## src/rtl/imem_write_arbiter.sv

```systemverilog
// imem_write_arbiter
// Shares the single instruction-memory write port between the boot loader
// (requester 0) and the CPU/debug store path (requester 1). One write is
// accepted at a time, registered, and held on the memory port until the
// memory handshakes. Requester 1 is masked until boot_done is high.
//
// Optional feature: define IMEM_ARB_ROUND_ROBIN_EN for round-robin tie
// breaking. Without it, requester 0 always wins when both are eligible.

module imem_write_arbiter #(
  parameter int ADDR_WIDTH = 32,
  parameter int DATA_WIDTH = 32
) (
  input  logic                  clk,
  input  logic                  reset,
  input  logic                  boot_done,
  input  logic                  req0_valid,
  input  logic [ADDR_WIDTH-1:0] req0_addr,
  input  logic [DATA_WIDTH-1:0] req0_data,
  output logic                  req0_ready,
  input  logic                  req1_valid,
  input  logic [ADDR_WIDTH-1:0] req1_addr,
  input  logic [DATA_WIDTH-1:0] req1_data,
  output logic                  req1_ready,
  output logic                  mem_valid,
  output logic [ADDR_WIDTH-1:0] mem_addr,
  output logic [DATA_WIDTH-1:0] mem_data,
  input  logic                  mem_ready,
  output logic                  grant_id,
  output logic                  busy
);

  localparam logic [0:0] ST_IDLE  = 1'b0;
  localparam logic [0:0] ST_ISSUE = 1'b1;

  logic [0:0] state;
  logic       elig0;
  logic       elig1;
  logic       any_elig;
  logic       winner;

`ifdef IMEM_ARB_ROUND_ROBIN_EN
  logic       last_grant;
`endif

  // Decide which requester would win the port if a grant happened this cycle
  always_comb begin
    elig0    = req0_valid;
    elig1    = req1_valid & boot_done;
    any_elig = elig0 | elig1;
    winner   = 1'b0;
    if (elig0 && elig1) begin
`ifdef IMEM_ARB_ROUND_ROBIN_EN
      winner = ~last_grant;
`else
      winner = 1'b0;
`endif
    end else begin
      winner = elig1;
    end
  end

  // Main control: accept one write in IDLE, hold it in ISSUE until mem_ready
  always_ff @(posedge clk) begin
    if (reset) begin
      state      <= ST_IDLE;
      mem_valid  <= 1'b0;
      mem_addr   <= '0;
      mem_data   <= '0;
      req0_ready <= 1'b0;
      req1_ready <= 1'b0;
      grant_id   <= 1'b0;
    end else begin
      case (state)
        ST_IDLE: begin
          if (any_elig) begin
            state      <= ST_ISSUE;
            mem_valid  <= 1'b1;
            mem_addr   <= winner ? req1_addr : req0_addr;
            mem_data   <= winner ? req1_data : req0_data;
            req0_ready <= ~winner;
            req1_ready <= winner;
            grant_id   <= winner;
          end else begin
            req0_ready <= 1'b0;
            req1_ready <= 1'b0;
          end
        end
        ST_ISSUE: begin
          req0_ready <= 1'b0;
          req1_ready <= 1'b0;
          if (mem_ready) begin
            state     <= ST_IDLE;
            mem_valid <= 1'b0;
          end
        end
        default: begin
          state      <= ST_IDLE;
          mem_valid  <= 1'b0;
          req0_ready <= 1'b0;
          req1_ready <= 1'b0;
        end
      endcase
    end
  end

`ifdef IMEM_ARB_ROUND_ROBIN_EN
  // Remember who was granted last so ties alternate; starts at 1 to favour the loader
  always_ff @(posedge clk) begin
    if (reset) begin
      last_grant <= 1'b1;
    end else if (state == ST_IDLE && any_elig) begin
      last_grant <= winner;
    end
  end
`endif

  assign busy = (state == ST_ISSUE);

endmodule

```

## config.mk

```make
export PLATFORM = sky130hd
export DESIGN_NAME = imem_write_arbiter
export DESIGN_NICKNAME = d
export VERILOG_FILES = /design/src/rtl/imem_write_arbiter.sv
export SDC_FILE = /design/constraint.sdc
export NUM_CORES = 1
export LEC_CHECK = 0
export BUFFER_PORTS_ARGS = -buffer_cell sky130_fd_sc_hd__buf_4
export CAP_MARGIN = 20
export CORE_UTILIZATION = 46
export DETAILED_ROUTE_END_ITERATION = 10
export PLACE_DENSITY = 0.82
export SLEW_MARGIN = 40
export SYNTH_ARGS = -nofsm -noshare
export SYNTH_HDL_FRONTEND = slang
export SYNTH_SLANG_ARGS = --single-unit
```

## constraint.sdc

```tcl
create_clock -name clk -period 1.55 [get_ports clk]
set_clock_uncertainty 0.2 [all_clocks]
set_input_delay 0.0775 -clock clk [delete_from_list [all_inputs] [get_ports clk]]
set_output_delay 0.0775 -clock clk [all_outputs]
set_load 0.02 [all_outputs]
```

==> results of run 1 <==
-- cells in the mapped netlist (all sizes together) --
cell / count
clkbuf: 9
a221oi: 64
a22oi: 1
a21o: 1
nand4b: 1
nor2: 67
buf: 35
o221a: 64
nand2: 1
a211oi: 2
a31oi: 1
dfxtp: 69
inv: 65
nor3b: 1
-- timing repair --
action / in CTS / in global routing
endpoints found under the hold margin: 67 / 0
resized for setup: 0 / 13
setup endpoints to repair: 0 / 44
setup buffers: 0 / 1
hold buffers: 121 / 0
-- logic make-up (layout without fill, tap and decap cells) --
| logic type | count (synthesis) | after routing | share of synthesized area |
|---|---|---|---|
| DFF | 69 | 69 | 0.354 |
| other | 0 | 5 | 0 |
| and+or+nand+nor | 70 | 70 | 0.0708 |
| buffers and inverters | 109 | 424 | 0.136 |
| AOI/OAI and AO/OA | 133 | 133 | 0.440 |
-- worst max-delay path by stage --
stage	cells after the start	start	slack, ps	to
after detailed placement	4	busy	30	mem_data[22]
final	4	busy	-8	mem_data[22]
after global routing	4	busy	-90	mem_data[26]
after floorplan	6	busy	10	mem_addr[12]
after global placement	4	busy	80	mem_data[14]
after CTS	4	busy	9	mem_data[12]
-- stage by stage --
stage / std cells / util
after floorplan: 381 / -
after CTS: 797 / 0.840
after global routing: 803 / 0.858
after detailed placement: 660 / 0.665
final: 806 / 0.859
after global placement: 660 / 0.665
-- worst max-delay path, cell delays in order, from the launching register on --
cell and delay [ps]:
dfxtp_4 470, buf_12 230, nor2_1 100, a221oi_2 260
o221a_1 220
-- power groups by stage --
stage               clock network, mW  registers [mW]  logic, mW
finish                           1.70            2.10       2.01
global route                     1.78            2.12       2.12
CTS                              1.71            2.09       1.86
detailed placement                  0            2.13       1.61
global placement                    0            2.11       1.57
floorplan                           0            2.30      0.769
-- registers in the layout (all words and copies together), names as in the netlist --
| signal | flops |
|---|---|
| mem_addr | 32 |
| mem_data | 32 |
| busy | 1 |
| grant_id | 1 |
| mem_valid | 1 |
| req0_ready | 1 |
| req1_ready | 1 |
-- final cells by class --
class	count	area [um2]
antenna	5	12.5
clock buffer	12	155
clock inverter	4	70.1
fill	411	1160
timing repair buffer	343	3010
inverter	65	244
tap	105	131
multi-input combinational	203	2050
sequential	69	1390
-- placed cells by master, fill, tap and decap left out, drive strengths merged --
cell type / synthesis / routed
clkbuf: 9 / 14
a22oi: 1 / 1
nor2: 67 / 67
clkinv: 0 / 2
a221oi: 64 / 64
a21o: 1 / 1
bufinv: 0 / 2
a31oi: 1 / 1
buf: 35 / 220
inv: 65 / 65
nor3b: 1 / 1
nand2: 1 / 1
nand4b: 1 / 1
diode: 0 / 5
a211oi: 2 / 2
dfxtp: 69 / 69
o221a: 64 / 64
dlygate4sd3: 0 / 121
-- routing by layer --
layer | share of wire | wire length (um) | track usage | up-vias
met1 | 0.37 | 6070 | 0.352 | 2228
met3 | 0.056 | 908 | 0.0712 | 84
li1 | - | - | - | 2082
met4 | 0.058 | 934 | 0.204 | 0
met2 | 0.51 | 8280 | 0.602 | 271
met5 | 0 | 0 | 0 | -
==> flow_metrics.tcl, run 1 <==
set metrics [dict create \
    core_area_um2 8220 \
    p_seq_frac 0.362 \
    syn2layout_area_growth_pct 80.7 \
    grt.total_usage 0.334 \
    finalCriticalPeriod_ps 1560 \
    critical_path_peak_fanout 29 \
    switching_share 0.314 \
    grt_max_degree 44 \
    initial_utilization 0.476 \
    drv_slew 0 \
    io_buffers 202 \
    ir_drop_mv 0.633 \
    synth_area_leaders "dfxtp_1 35%, a221oi_2 25%, o221a_1 18%" \
    worstHoldPathType "in -> reg" \
    tightest_slew_ps 392 \
    finalSetupViolCount 3 \
    path_clk_slew_ps 80 \
    cts_buffers 9 \
    relSlewSlack 0.739 \
    yosysTopAreaCell "dfxtp_1" \
    io_pins 203 \
    min_path_cells 4 \
    worst_ep_required_time_ps 1620 \
    place_area_um2 5470 \
    whs_ps 11.8 \
    p_switching_mw 1.82 \
    comb_power_share 0.346 \
    routed_wl_mm 16.2 \
    clock.fmax_mhz 642 \
    fin_crit_sh 1.01 \
    vias_per_cell 5.79 \
    std_cell_rows 33 \
    ys_types 20 \
    place_hpwl_mm 8.32 \
    cts-root-buf "clkbuf_8" \
    ff2ff_setup_slack_ps -8 \
    grt_pass1_wl_mm 23.0 \
    cts_buffer_depth 2 \
    syn_nets 515 \
    die_area_um2 8870 \
    r2r-start "busy" \
    r2r-end "mem_data[22]" \
    htree_levels 3 \
    reg2reg_depth 4 \
    clkPwrFrac 0.292 \
    max-cap-violations 0 \
    critPathLaunchType "flop" \
    synth_cells 381 \
    insertion_delay_ps 330 \
    die_h_um 94.2 \
    cp.arrival_ps 1630 \
    seq_area_frac_synth 0.354 \
    route.detailed.wl_per_inst_um 20.1 \
    power_density_nw_per_um2 823 \
    rsz0062_at_grt "true" \
    synth_top_area_frac 0.354 \
    outcome "complete, but fails checks" \
    antenna_found_initial 2 \
    dieWidth_um 94.2 \
    ant_nets 0 \
    setup_slack_ps -8.03 \
    route.detailed.drc 0 \
    avgSynthCellArea_um2 10.3 \
    dr.pass1.iters 5 \
    dr_total_vias 4665 \
    ys_ff_latch 69 \
    cts.sinks 69 \
    finalInstanceArea_um2 7060 \
    synth_area_um2 3910 \
    fin_tns_setup_ps -11.2 \
    violations "negative setup slack" \
    min_from "req0_data[11]" \
    first_global_vias 4701 \
    tritoncts "yes" \
    drt_iter0_drc 226 \
    fin_total_pwr_mw 5.81 \
    p_int_mw 3.98 \
    place_ws_ps 34.9 \
    gp_congestion 0.765 \
    layout.nets 825 \
    cp-end-kind "flop" \
    grt_overflow 0 \
    ys.warnings.count 0 \
    p_leak_nw 3.03 \
    min_to "mem_data[11]" \
    path_class "reg -> reg" \
    finalHoldViolCount 0 \
    drive_gt1_frac 0.443 \
]
No activity file was read; power rests on OpenSTA's default activity.
==> inputs of run 2 (changes only) <==
--- a/config.mk
+++ b/config.mk
@@ -7,10 +7,10 @@
 export LEC_CHECK = 0
 export BUFFER_PORTS_ARGS = -buffer_cell sky130_fd_sc_hd__buf_4
 export CAP_MARGIN = 20
-export CORE_UTILIZATION = 46
+export CORE_UTILIZATION = 49
 export DETAILED_ROUTE_END_ITERATION = 10
-export PLACE_DENSITY = 0.82
-export SLEW_MARGIN = 40
+export PLACE_DENSITY = 0.87
+export SLEW_MARGIN = 20
 export SYNTH_ARGS = -nofsm -noshare
 export SYNTH_HDL_FRONTEND = slang
 export SYNTH_SLANG_ARGS = --single-unit
==> constraint.sdc (replaced) <==
create_clock -name clk -period 1.81 [get_ports clk]
set_clock_uncertainty 0.2 [all_clocks]
set_input_delay 0.0905 -clock clk [delete_from_list [all_inputs] [get_ports clk]]
set_output_delay 0.0905 -clock clk [all_outputs]
set_load 0.02 [all_outputs]
==> flow_metrics.tcl, run 2 (synthesis gave the netlist of run 1 again) <==
set metrics [dict create \
    outcome "finished clean" \
    ant_nets 0 \
    p_seq_frac 0.401 \
    layout.nets 802 \
    core_area_um2 7730 \
    place_ws_ps 106 \
    gp_congestion 0.760 \
    min_path_cells 4 \
    die_h_um 91.3 \
    ir_drop_mv 0.435 \
    critical_path_peak_fanout 3 \
    cts_buffers 9 \
    cp.arrival_ps 1800 \
    min_to "mem_data[24]" \
    die_area_um2 8340 \
    fin_total_pwr_mw 4.51 \
    largestRegisters "mem_addr x32, mem_data x32" \
    place_hpwl_mm 8.09 \
    grt_max_degree 66 \
    switching_share 0.323 \
    cts-root-buf "clkbuf_8" \
    tightest_slew_ps 348 \
    vias_per_cell 5.77 \
    io_buffers 202 \
    insertion_delay_ps 330 \
    worst_ep_required_time_ps 1830 \
    worstHoldPathType "in -> reg" \
    relSlewSlack 0.768 \
    grt_overflow 0 \
    drive_gt1_frac 0.443 \
    power_density_nw_per_um2 678 \
    final_common_cell "buf_4" \
    syn2layout_area_growth_pct 70.2 \
    finalSetupViolCount 0 \
    critPathLaunchType "input pin" \
    fin_tns_setup_ps 0 \
    r2r-end "mem_addr[2]" \
    path_clk_slew_ps 70 \
    whs_ps 8.79 \
    path_class "in -> reg" \
    route.detailed.drc 0 \
    fin_crit_sh 0.987 \
    grt.total_usage 0.348 \
    cts_buffer_depth 2 \
    routed_wl_mm 14.6 \
    dieWidth_um 91.3 \
    first_global_vias 4636 \
    dr.pass1.iters 4 \
    htree_levels 3 \
    layout.cells.non_filler 773 \
    initial_utilization 0.506 \
    post_cts_buffers 0 \
    route.detailed.wl_per_inst_um 18.9 \
    finalCriticalPeriod_ps 1790 \
    cp-end-kind "flop" \
    drt_iter0_drc 173 \
    p_switching_mw 1.46 \
    comb_power_share 0.354 \
    cts.sinks 69 \
    clock.fmax_mhz 560 \
    std_cell_rows 32 \
    ff2ff_setup_slack_ps 40 \
    tritoncts "yes" \
    p_leak_nw 2.87 \
    grt_pass1_wl_mm 22.8 \
    io_pins 203 \
    mostFrequentLayoutCells "209 x buf_4, 105 x dlygate4sd3_1, 68 x dfxtp_1" \
    diodes 0 \
    p_int_mw 3.05 \
    min_from "req0_data[24]" \
    reg2reg_depth 4 \
    r2r-start "busy" \
    finalHoldViolCount 0 \
    dr_total_vias 4461 \
    drv_slew 0 \
    rsz0062_at_grt "false" \
    max-cap-violations 0 \
    setup_slack_ps 23.1 \
    clkPwrFrac 0.245 \
    antenna_found_initial 0 \
    dp_cells 654 \
]
[run 2: worst max path at each step]
stage | startpoint | to | depth (start not counted)
finish | req1_valid | mem_valid | 6
detailed placement | busy | mem_data[16] | 4
CTS | req1_valid | mem_valid | 6
global route | busy | busy | 2
floorplan | busy | mem_addr[12] | 6
global placement | busy | mem_addr[17] | 4
[run 2: routing by layer]
| metal | vias up | track usage | routed length, um |
|---|---|---|---|
| met2 | 238 | 0.647 | 7580 |
| li1 | 2021 | - | - |
| met4 | 0 | 0.192 | 702 |
| met5 | - | 0 | 0 |
| met1 | 2132 | 0.358 | 5550 |
| met3 | 70 | 0.0771 | 816 |
[run 2: timing repair]
item,4_1_cts,5_1_grt
endpoints found under the hold margin,68,0
endpoints found under the setup margin,0,4
gates resized for setup,0,1
hold buffers,105,0
[run 2: layout make-up]
type	instances	area (um2)
Multi-Input combinational cell	203	2000
Clock inverter	2	10.0
Timing Repair Buffer	320	2730
Clock buffer	12	155
Tap cell	102	128
Sequential cell	69	1390
Fill cell	387	1080
Inverter	65	244
[run 2: power groups by stage]
stage	logic [mW]	clock network (mW)	registers, mW
2_1_floorplan	0.659	0	1.97
3_3_place_gp	1.32	0	1.82
3_5_place_dp	1.36	0	1.83
4_1_cts	1.55	1.12	1.79
5_1_grt	1.69	1.18	1.82
6_report	1.60	1.10	1.81
[run 2: stage by stage]
stage | instance area [um2] | utilization
2_1_floorplan | 3910 | -
3_3_place_gp | 5430 | 0.703
3_5_place_dp | 5430 | 0.703
4_1_cts | 6650 | 0.860
5_1_grt | 6650 | 0.860
6_report | 6650 | 0.860
[run 2: critical path, stage by stage]
cell	delay, ps
dlygate4sd3_1	540
buf_4	150
a21o_2	230
dlygate4sd3_1	570
a22oi_1	170
nor2_1	60
==> inputs of run 3 (changes only) <==
--- a/config.mk
+++ b/config.mk
@@ -7,9 +7,10 @@
 export LEC_CHECK = 0
 export BUFFER_PORTS_ARGS = -buffer_cell sky130_fd_sc_hd__buf_4
 export CAP_MARGIN = 20
-export CORE_UTILIZATION = 49
+export CORE_UTILIZATION = 40
 export DETAILED_ROUTE_END_ITERATION = 10
-export PLACE_DENSITY = 0.87
+export PLACE_DENSITY = 0.73
+export SETUP_SLACK_MARGIN = 0.5
 export SLEW_MARGIN = 20
 export SYNTH_ARGS = -nofsm -noshare
 export SYNTH_HDL_FRONTEND = slang
==> flow_metrics.tcl, run 3 (synthesis gave the netlist of run 1 again) <==
set metrics [dict create \
    outcome "finished clean" \
    fin_crit_sh 0.855 \
    grt_overflow 0 \
    fin_tns_setup_ps 0 \
    power_density_nw_per_um2 702 \
    grt.total_usage 0.301 \
    critical_path_peak_fanout 7 \
    vias_per_cell 5.50 \
    dr.pass1.iters 4 \
    critPathLaunchType "flop" \
    path_class "reg -> reg" \
    cp_top_family "compound AO/OA/AOI/OAI gates" \
    initial_utilization 0.417 \
    crit_chain "buf_6 -> buf_16 -> nor2_1 -> a221oi_2 -> o221a_1" \
    cp-end-kind "flop" \
    finalHoldViolCount 0 \
    die_h_um 101 \
    cts_buffer_depth 2 \
    drv_slew 0 \
    finalCriticalPeriod_ps 1550 \
    final_common_cell "buf_4" \
    fin_total_pwr_mw 5.24 \
    cp-startpoint "busy" \
    ff2ff_setup_slack_ps 260 \
    drive_gt1_frac 0.468 \
    io_buffers 202 \
    diodes 0 \
    min_from "req0_data[13]" \
    layout.nets 834 \
    gp_congestion 0.735 \
    syn2layout_area_growth_pct 90.9 \
    ir_drop_mv 0.523 \
    grt_max_degree 66 \
    clock.fmax_mhz 647 \
    io_pins 203 \
    multiInputGateArea_um2 2090 \
    regArea_um2 1390 \
    dr_total_vias 4588 \
    tightest_slew_ps 503 \
    cts.sinks 69 \
    first_global_vias 4755 \
    dp_cells 677 \
    cts_buffers 9 \
    max_stage_delay_ps 420 \
    path_clk_slew_ps 90 \
    cp.arrival_ps 1630 \
    ant_nets 0 \
    slowest_stage "dfxtp_4" \
    drt_iter0_drc 127 \
    dieWidth_um 101 \
    finalSetupViolCount 0 \
    layout.cells.non_filler 834 \
    cts-root-buf "clkbuf_8" \
    worst_ep_required_time_ps 1890 \
    critical_path_buf_inv_count 2 \
    std_cell_rows 35 \
    r2r-start "busy" \
    whs_ps 16.0 \
    worstHoldPathType "in -> reg" \
    insertion_delay_ps 340 \
    die_area_um2 10200 \
    routed_wl_mm 16.4 \
    htree_levels 3 \
    largestRegisters "mem_addr x32, mem_data x32" \
    antenna_found_initial 0 \
    route.detailed.drc 0 \
    nFillCells 567 \
    route.detailed.wl_per_inst_um 19.6 \
    tritoncts "yes" \
    rsz0062_at_grt "true" \
    max-cap-violations 0 \
    relSlewSlack 0.665 \
    grt_pass1_wl_mm 23.7 \
    mostFrequentLayoutCells "206 x buf_4, 115 x dlygate4sd3_1, 68 x dfxtp_1" \
    p_leak_nw 3.20 \
    place_hpwl_mm 7.83 \
    core_area_um2 9370 \
]
-- run 3: timing repair --
item	4_1_cts	5_1_grt
endpoints found under the hold margin	67	1
resized for setup	20	26
setup buffers	12	1
hold buffers	114	1
gates cloned	7	6
endpoints found under the setup margin	68	69
pin swaps	8	19
-- run 3: per-layer routing --
metal,share of wire,vias up,track usage,wire length (um)
met5,0,-,0,0
met4,0.032,0,0.111,518
met3,0.073,43,0.0714,1200
met2,0.51,232,0.536,8350
met1,0.39,2211,0.349,6310
li1,-,2102,-,-
-- run 3: path summary, 6_finish.rpt --
kind	to	depth (start not counted)
hold / removal	mem_data[13]	4
hold reg to reg	mem_valid	2
setup reg to reg	mem_data[4]	5
setup / recovery	mem_data[4]	5
-- run 3: final cells by class --
type / count / share of cell area
clock inverter: 4 / 0.0127
inverter: 65 / 0.0330
clock buffer: 12 / 0.0195
tap: 129 / 0.0216
multi-input combinational: 203 / 0.280
sequential: 69 / 0.186
timing repair buffer: 352 / 0.447
-- run 3: metrics by stage --
stage | instance area (um2) | setup WS (ps) | utilization
finish | 7460 | 263 | 0.796
global route | 7460 | 226 | 0.796
CTS | 7180 | 327 | 0.766
detailed placement | 5450 | 174 | 0.581
global placement | 5450 | 214 | 0.581
floorplan | 3950 | 360 | -
-- run 3: power by group --
part	internal, mW	leakage [nW]	switching, mW
Sequential	1.67	0.573	0.128
Combinational	1.00	2.51	0.862
Clock	0.954	0.121	0.623
-- run 3: worst register-to-register path: cells and delay by family (launching register included) --
family / cells / cell delay, ps
AO/OA/AOI/OAI: 2 / 520
AND/OR/NAND/NOR: 1 / 50
flip-flops: 1 / 420
buffers and inverters: 2 / 290
